File: src/rtl/render_pkg.sv
// rtl/render_pkg.sv - shared render-area constants, sequencer state type and colour quantiser
package render_pkg;

    // Render area, shared with the framebuffer writer.
    localparam int RENDER_WIDTH  = 512;
    localparam int RENDER_HEIGHT = 384;

    localparam int X_W   = 11;
    localparam int Y_W   = 10;
    localparam int TAG_W = X_W + Y_W;

    typedef enum logic [1:0] {
        IDLE  = 2'd0,
        SWEEP = 2'd1,
        DRAIN = 2'd2
    } seq_state_t;

    // Round an 8-bit channel to 4 bits: min((c + 8) >> 4, 15).
    // The 9-bit sum only overflows into bit 8 for c >= 0xF8, which saturates.
    function automatic logic [3:0] quantise_channel(input logic [7:0] c);
        logic [8:0] w_sum;
        w_sum = {1'b0, c} + 9'd8;
        quantise_channel = w_sum[8] ? 4'hF : w_sum[7:4];
    endfunction

endpackage

File: src/rtl/coord_tag_fifo.sv
// rtl/coord_tag_fifo.sv - in-order tag FIFO holding request coordinates
// Ports: clk_in/rst_in clock and async active-high reset; push_in/push_data_in write;
// pop_in/pop_data_out read (data valid while not empty); full_out, empty_out, count_out status.
// Push and pop in the same cycle are both honoured; status is registered-count based.
module coord_tag_fifo #(
    parameter int DEPTH  = 16,
    parameter int DATA_W = 21
) (
    input  logic                       clk_in,
    input  logic                       rst_in,
    input  logic                       push_in,
    input  logic [DATA_W-1:0]          push_data_in,
    input  logic                       pop_in,
    output logic [DATA_W-1:0]          pop_data_out,
    output logic                       full_out,
    output logic                       empty_out,
    output logic [$clog2(DEPTH+1)-1:0] count_out
);

    localparam int PTR_W = $clog2(DEPTH);
    localparam int CNT_W = $clog2(DEPTH + 1);

    logic [DATA_W-1:0] r_mem [DEPTH];
    logic [PTR_W-1:0]  r_wr_ptr;
    logic [PTR_W-1:0]  r_rd_ptr;
    logic [CNT_W-1:0]  r_count;

    logic w_do_push;
    logic w_do_pop;

    assign full_out     = (r_count == CNT_W'(DEPTH));
    assign empty_out    = (r_count == '0);
    assign count_out    = r_count;
    assign pop_data_out = r_mem[r_rd_ptr];

    // Overflow/underflow requests are dropped so the pointers never corrupt.
    assign w_do_push = push_in && !full_out;
    assign w_do_pop  = pop_in && !empty_out;

    always_ff @(posedge clk_in or posedge rst_in) begin
        if (rst_in) begin
            r_wr_ptr <= '0;
            r_rd_ptr <= '0;
            r_count  <= '0;
        end else begin
            if (w_do_push) r_wr_ptr <= r_wr_ptr + PTR_W'(1);
            if (w_do_pop)  r_rd_ptr <= r_rd_ptr + PTR_W'(1);
            case ({w_do_push, w_do_pop})
                2'b10:   r_count <= r_count + CNT_W'(1);
                2'b01:   r_count <= r_count - CNT_W'(1);
                default: r_count <= r_count;
            endcase
        end
    end

    // Storage needs no reset; only entries between the pointers are ever read.
    always_ff @(posedge clk_in) begin
        if (w_do_push) r_mem[r_wr_ptr] <= push_data_in;
    end

endmodule

File: src/rtl/render_pixel_sequencer.sv
// rtl/render_pixel_sequencer.sv - raster sweep of shade requests, tagged return path to framebuffer writer
// Ports: clk_in/rst_in clock and async active-high reset; frame_start_in sweep request;
// req_valid_out/req_ready_in/req_x_out/req_y_out shader request; res_valid_in/res_hit_in/res_*_in
// shader result; x_out/y_out/r_out/g_out/b_out/visible_out/valid_out writer pixel;
// busy_out, frame_done_out, orphan_err_out status.
module render_pixel_sequencer
    import render_pkg::*;
#(
    parameter int WIDTH      = RENDER_WIDTH,
    parameter int HEIGHT     = RENDER_HEIGHT,
    parameter int FIFO_DEPTH = 16
) (
    input  logic           clk_in,
    input  logic           rst_in,
    input  logic           frame_start_in,
    input  logic           req_ready_in,
    output logic           req_valid_out,
    output logic [X_W-1:0] req_x_out,
    output logic [Y_W-1:0] req_y_out,
    input  logic           res_valid_in,
    input  logic           res_hit_in,
    input  logic [7:0]     res_r_in,
    input  logic [7:0]     res_g_in,
    input  logic [7:0]     res_b_in,
    output logic [X_W-1:0] x_out,
    output logic [Y_W-1:0] y_out,
    output logic [3:0]     r_out,
    output logic [3:0]     g_out,
    output logic [3:0]     b_out,
    output logic           visible_out,
    output logic           valid_out,
    output logic           busy_out,
    output logic           frame_done_out,
    output logic           orphan_err_out
);

    localparam int             CNT_W  = $clog2(FIFO_DEPTH + 1);
    localparam logic [X_W-1:0] LAST_X = X_W'(WIDTH - 1);
    localparam logic [Y_W-1:0] LAST_Y = Y_W'(HEIGHT - 1);

    seq_state_t r_state;
    seq_state_t w_next_state;

    logic [X_W-1:0] r_x;
    logic [Y_W-1:0] r_y;

    logic [X_W-1:0] r_x_out;
    logic [Y_W-1:0] r_y_out;
    logic [3:0]     r_r_out;
    logic [3:0]     r_g_out;
    logic [3:0]     r_b_out;
    logic           r_visible;
    logic           r_valid;
    logic           r_frame_done;
    logic           r_orphan;

    logic             w_hs;
    logic             w_pop;
    logic             w_orphan;
    logic             w_last_coord;
    logic             w_last_pop;
    logic             w_full;
    logic             w_empty;
    logic [CNT_W-1:0] w_count;
    logic [TAG_W-1:0] w_tag;
    logic [3:0]       w_r_q;
    logic [3:0]       w_g_q;
    logic [3:0]       w_b_q;

    coord_tag_fifo #(
        .DEPTH  (FIFO_DEPTH),
        .DATA_W (TAG_W)
    ) u_tag_fifo (
        .clk_in       (clk_in),
        .rst_in       (rst_in),
        .push_in      (w_hs),
        .push_data_in ({r_x, r_y}),
        .pop_in       (w_pop),
        .pop_data_out (w_tag),
        .full_out     (w_full),
        .empty_out    (w_empty),
        .count_out    (w_count)
    );

    assign w_hs         = req_valid_out && req_ready_in;
    assign w_pop        = res_valid_in && !w_empty;
    assign w_orphan     = res_valid_in && w_empty;
    assign w_last_coord = (r_x == LAST_X) && (r_y == LAST_Y);
    // Nothing is pushed in DRAIN, so popping the sole remaining tag yields the frame's last pixel.
    assign w_last_pop   = (r_state == DRAIN) && w_pop && (w_count == CNT_W'(1));

    assign w_r_q = res_hit_in ? quantise_channel(res_r_in) : 4'd0;
    assign w_g_q = res_hit_in ? quantise_channel(res_g_in) : 4'd0;
    assign w_b_q = res_hit_in ? quantise_channel(res_b_in) : 4'd0;

    always_ff @(posedge clk_in or posedge rst_in) begin
        if (rst_in) r_state <= IDLE;
        else        r_state <= w_next_state;
    end

    // DRAIN leaves on the cycle frame_done_out is high, so busy_out drops one cycle after it.
    always_comb begin
        w_next_state = r_state;
        case (r_state)
            IDLE:    if (frame_start_in)          w_next_state = SWEEP;
            SWEEP:   if (w_hs && w_last_coord)    w_next_state = DRAIN;
            DRAIN:   if (r_frame_done)            w_next_state = IDLE;
            default:                              w_next_state = IDLE;
        endcase
    end

    // Full is from the registered count, so a pop frees its slot only on the following cycle.
    always_comb begin
        req_valid_out = (r_state == SWEEP) && !w_full;
        busy_out      = (r_state != IDLE);
    end

    always_ff @(posedge clk_in or posedge rst_in) begin
        if (rst_in) begin
            r_x <= '0;
            r_y <= '0;
        end else if (w_hs) begin
            if (r_x == LAST_X) begin
                r_x <= '0;
                r_y <= (r_y == LAST_Y) ? '0 : r_y + Y_W'(1);
            end else begin
                r_x <= r_x + X_W'(1);
            end
        end
    end

    always_ff @(posedge clk_in or posedge rst_in) begin
        if (rst_in) begin
            r_x_out      <= '0;
            r_y_out      <= '0;
            r_r_out      <= '0;
            r_g_out      <= '0;
            r_b_out      <= '0;
            r_visible    <= 1'b0;
            r_valid      <= 1'b0;
            r_frame_done <= 1'b0;
            r_orphan     <= 1'b0;
        end else begin
            r_valid      <= w_pop;
            r_frame_done <= w_last_pop;
            if (w_pop) begin
                r_x_out   <= w_tag[TAG_W-1:Y_W];
                r_y_out   <= w_tag[Y_W-1:0];
                r_visible <= res_hit_in;
                r_r_out   <= w_r_q;
                r_g_out   <= w_g_q;
                r_b_out   <= w_b_q;
            end
            if (w_orphan) r_orphan <= 1'b1;
        end
    end

    assign req_x_out      = r_x;
    assign req_y_out      = r_y;
    assign x_out          = r_x_out;
    assign y_out          = r_y_out;
    assign r_out          = r_r_out;
    assign g_out          = r_g_out;
    assign b_out          = r_b_out;
    assign visible_out    = r_visible;
    assign valid_out      = r_valid;
    assign frame_done_out = r_frame_done;
    assign orphan_err_out = r_orphan;

endmodule

File: config.mk
export PLATFORM = sky130hd
export DESIGN_NAME = render_pixel_sequencer
export DESIGN_NICKNAME = d
export VERILOG_FILES = /design/src/rtl/render_pkg.sv /design/src/rtl/coord_tag_fifo.sv /design/src/rtl/render_pixel_sequencer.sv
export SDC_FILE = /design/constraint.sdc
export NUM_CORES = 1
export LEC_CHECK = 0
export CAP_MARGIN = 40
export CORE_UTILIZATION = 40
export CTS_CLUSTER_DIAMETER = 50
export DETAILED_ROUTE_END_ITERATION = 10
export GPL_TIMING_DRIVEN = 0
export PLACE_DENSITY = 0.71
export SLEW_MARGIN = 30
export SYNTH_ARGS = -nofsm -noshare
export SYNTH_HDL_FRONTEND = slang
export SYNTH_SLANG_ARGS = --single-unit
File: constraint.sdc
create_clock -name clk_in -period 3.96 [get_ports clk_in]
set_clock_uncertainty 0.2 [all_clocks]
set_input_delay 0.594 -clock clk_in [delete_from_list [all_inputs] [get_ports clk_in]]
set_output_delay 0.594 -clock clk_in [all_outputs]
set_load 0.01 [all_outputs]
==> results by group <==
Power and ir drop
  • Flop pwr share: 0.431
  • Overall power: approximately 13 mW
  • Clk pwr share: 0.307
  • Switch Pwr: between 3 and 4 mW
  • Leakage: approximately 6.7 nW
  • Design internal power: slightly above 9 mW
  • Peak VDD IR: about 0.35 mV
  • Pwr/cell area: just under 700 nW/um^2
  • Switching Fraction: 0.2942
  • Comb pwr share: 0.262

Place
  • DP Cell Count: roughly 1,500
  • Placer Congestion: slightly above 0.8
  • Final HPWL DP: 23.19 mm
  • Count of input and output buffers: a little under 80
  • Pre-CTS worst setup slack: 326.2 ps

Worst hold path
  • Hold WC Path Type: in2async

Detailed routing
  • Residual DRC count: 0
  • Routed metal-1 wirelength: around 15 mm
  • Highest routed layer: met4
  • Met3 WL: between 2 and 2.5 mm
  • Vias/cell: ~5.5
  • Iter 0 DRT Violations: approximately 730
  • DRT Wirelength: 35.44 mm
  • Drt wl/cell: between 20 and 25 um
  • Final ANT Viol Nets: 0
  • Routed met2 length: around 18 mm
  • Detailed-route via count: ~8,500
  • 1st-pass router iterations: 5

Logic synthesis
  • Seq cells post-synth: a little over 400
  • Post-synthesis instance total: roughly 850
  • Syn Area/Cell: 18.94 sq um
  • Top FF cell, synth: edfxtp_1
  • Adder-cell area share of the yosys netlist: 0.01170
  • Largest family of logic cells by synthesized area: multiplexers
  • Simple-gate share of the synthesized area: 0.04345
  • Post-synthesis cell type count: 48
  • Cell area after synthesis: approximately 16,000 sq um
  • Asr flop ratio synth: 0.1785
  • Synthesis Warnings: 0
  • Synth Area in Compound Gates: 0.04009
  • Largest area contributor in the netlist: edfxtp_1
  • Post-synth top area share: 0.6290
  • Synth Area in XOR/XNOR: 0.01256
  • Seq/Total Area, Yosys: 0.7429
  • Number of flops mapped to enable cells by yosys: around 340
  • Post-synthesis mux area share: 0.1353
  • Syn_nets: between 800 and 900
  • Synth top area cells: edfxtp_1 63%, mux4_2 12%, dfrtp_1 11%

Timing
  • Final worst slack: 376.5 ps
  • Final hold vios: 0
  • Worst Tran Pin Value: approximately 840 ps
  • Worst slew margin: 0.4410
  • Final Cycle Share: 0.9049
  • Finish-stage setup viols: 0
  • Slew Viols, Final: 0
  • Minimum clock period: ~3600 ps
  • Fmax: roughly 280 MHz
  • RSZ-0062 raised after global routing: no

Setup path
  • Levels on crit path: 10
  • Crit-path max FO: 10
  • Setup crit end kind: flop
  • Crit Path Class: reg2reg
  • CP delay by family, top: buffers and inverters
  • Worst EP arrival: about 3600 ps
  • Crit path largest cell delay: 490 ps
  • CP bufs+invs: 5
  • Crit-path most repeated cell: buf_4
  • Crit start category: flop
  • CP Data Required Time: around 4000 ps
  • Worst r2r path cells: 10
  • Slowest-stage cell, CP: nor3_2
  • CP cell instances: inv_1, ha_1, nand4bb_1, and3_1, buf_2, buf_1, nand2_1, nor3_2, buf_4, buf_4

Global routing
  • Largest net degree at the start of global routing: 40
  • Vias in the first global route: ~9,000
  • Initial antenna violation count: 0
  • Tot GR Track Use: 0.1776
  • Grt total ovfl: 0
  • First-pass GRT wire length: 54.21 mm

Layout
  • Syn-to-layout area delta: 20.89%
  • # fillers: ~3,200
  • # nets final: around 1,000
  • Fin cells: around 1,500
  • Layout cells sized above 1: 0.2252
  • Final core utilization: 0.4960
  • Diode count: 0

Clock network
  • CTS tree: yes
  • # clock sinks: just over 400
  • Hold buffer count at cts: 0
  • Clock Latency Late Sink: approximately 530 ps
  • Root Buffer: clkbuf_16
  • Clk slew on worst S/H paths: approximately 60 ps
  • Clock buffer depth: 3
  • Number of post-CTS setup repair buffers: 0
  • H-Tree Depth: 2
  • Post-CTS sizing: 0
  • CTS buffer count: 42

Run
  • Max Cap Violations: 0

Floorplanning
  • Core Rows: 72
  • Initial Util: 0.4103
  • DIE AREA: 40,910 sq um
  • DIE HEIGHT: between 200 and 250 um
  • Io pins: 90
  • Core area: about 39,000 sq um
  • Horiz. Die Dim: 202.3 um

Outcome
  • Status: completed
-- logic make-up (layout without fill, tap and decap cells) --
group	after synthesis	in the layout
AOI/OAI and AO/OA	109	109
muxes	109	109
DFF	409	409
adders and majority gates	15	15
and+or+nand+nor	129	129
xor gates and xnor gates	23	23
buffers and inverters	53	236
-- final timing paths --
check                                         from                 endpoint  slack [ps]
hold reg to reg                     orphan_err_out           orphan_err_out         270
setup reg to reg           u_tag_fifo.count_out[0]   u_tag_fifo.r_mem[1][1]         380
hold / removal                              rst_in  u_tag_fifo.count_out[3]         230
max in group asynchronous                   rst_in                 x_out[0]        2790
min in group clk_in                 orphan_err_out           orphan_err_out         270
setup / recovery           u_tag_fifo.count_out[0]   u_tag_fifo.r_mem[1][1]         380
-- worst reg2reg max path, delay by kind of cell, from the launching register on --
family | cells | cell delay, ps
flops | 1 | 470
simple gates | 4 | 1180
fa+ha+maj | 1 | 230
buf+inv | 5 | 1230
-- synthesized netlist by cell type (all sizes together) (3+ instances only) --
master and count:
a21oi 27, and3 12, buf 19, clkbuf 25, dfrtp 73, edfxtp 336, ha 15, inv 9
mux2 23, mux4 84, nand2 37, nand2b 6, nand3 10, nand3b 5, nand4 9, nor2 21
nor3 6, nor4 7, o21ai 25, o22ai 42, o31ai 3, or4 4, xnor2 14, xor2 9
-- final cells by class --
class / count / area (sq um) / area share
plain buffers: 44 / 190.2 / 0.009808
clock inverters: 19 / 225.2 / 0.01161
clock buffers: 59 / 1189 / 0.06130
repair buffers: 105 / 1167 / 0.06020
well taps: 518 / 648.1 / 0.03342
flip-flops and latches: 409 / 11920 / 0.6145
multi-input cells: 385 / 4016 / 0.2071
inverters: 9 / 38.79 / 0.002000
-- through the flow --
| stage | setup TNS [ps] | instance area (sq um) | hold slack [ps] |
|---|---|---|---|
| floorplan | 0 | 16040 | 251.8 |
| global placement | -215330 | 17480 | 257.9 |
| detailed placement | 0 | 17970 | 258.1 |
| CTS | 0 | 19380 | 234.0 |
| global route | 0 | 19390 | 260.1 |
| finish | 0 | 19390 | 227.8 |
-- power by group through the flow --
stage	clock, mW	combinational [mW]	sequential (mW)
2_1_floorplan	0	2.04	5.64
3_3_place_gp	0	3.18	5.70
3_5_place_dp	0	3.42	5.71
4_1_cts	4.06	3.46	5.63
5_1_grt	4.23	3.67	5.68
6_report	4.01	3.42	5.63
-- metal layers --
metal	global-route usage	vias to the layer above
li1	-	3739
met1	0.2384	4444
met2	0.2968	292
met3	0.02499	61
met4	0.06203	0
met5	0	-
-- placed cells by master, fill, tap and decap left out, types with 15 or more instances in the layout --
master           synthesis  final
clkbuf_16                0     45
ha_1                    15     15
a21oi_1                 27     27
o21ai_0                 25     25
edfxtp_1               336    336
clkbuf_1                25     38
mux4_2                  84     84
nand2_1                 37     37
mux2_2                  23     23
dfrtp_1                 73     73
o22ai_1                 42     42
clkdlybuf4s50_1          0     79
-- registers in the layout, summed over array words and instances, names as in the netlist --
name and count:
r_state 2, y_out 10, u_tag_fifo.r_wr_ptr 4, u_tag_fifo.r_mem 336, g_out 4, visible_out 1, b_out 4, u_tag_fifo.r_rd_ptr 4
orphan_err_out 1, valid_out 1, x_out 11, req_y_out 10, req_x_out 11, frame_done_out 1, u_tag_fifo.count_out 5, r_out 4
(Power assumes the default switching activity.)
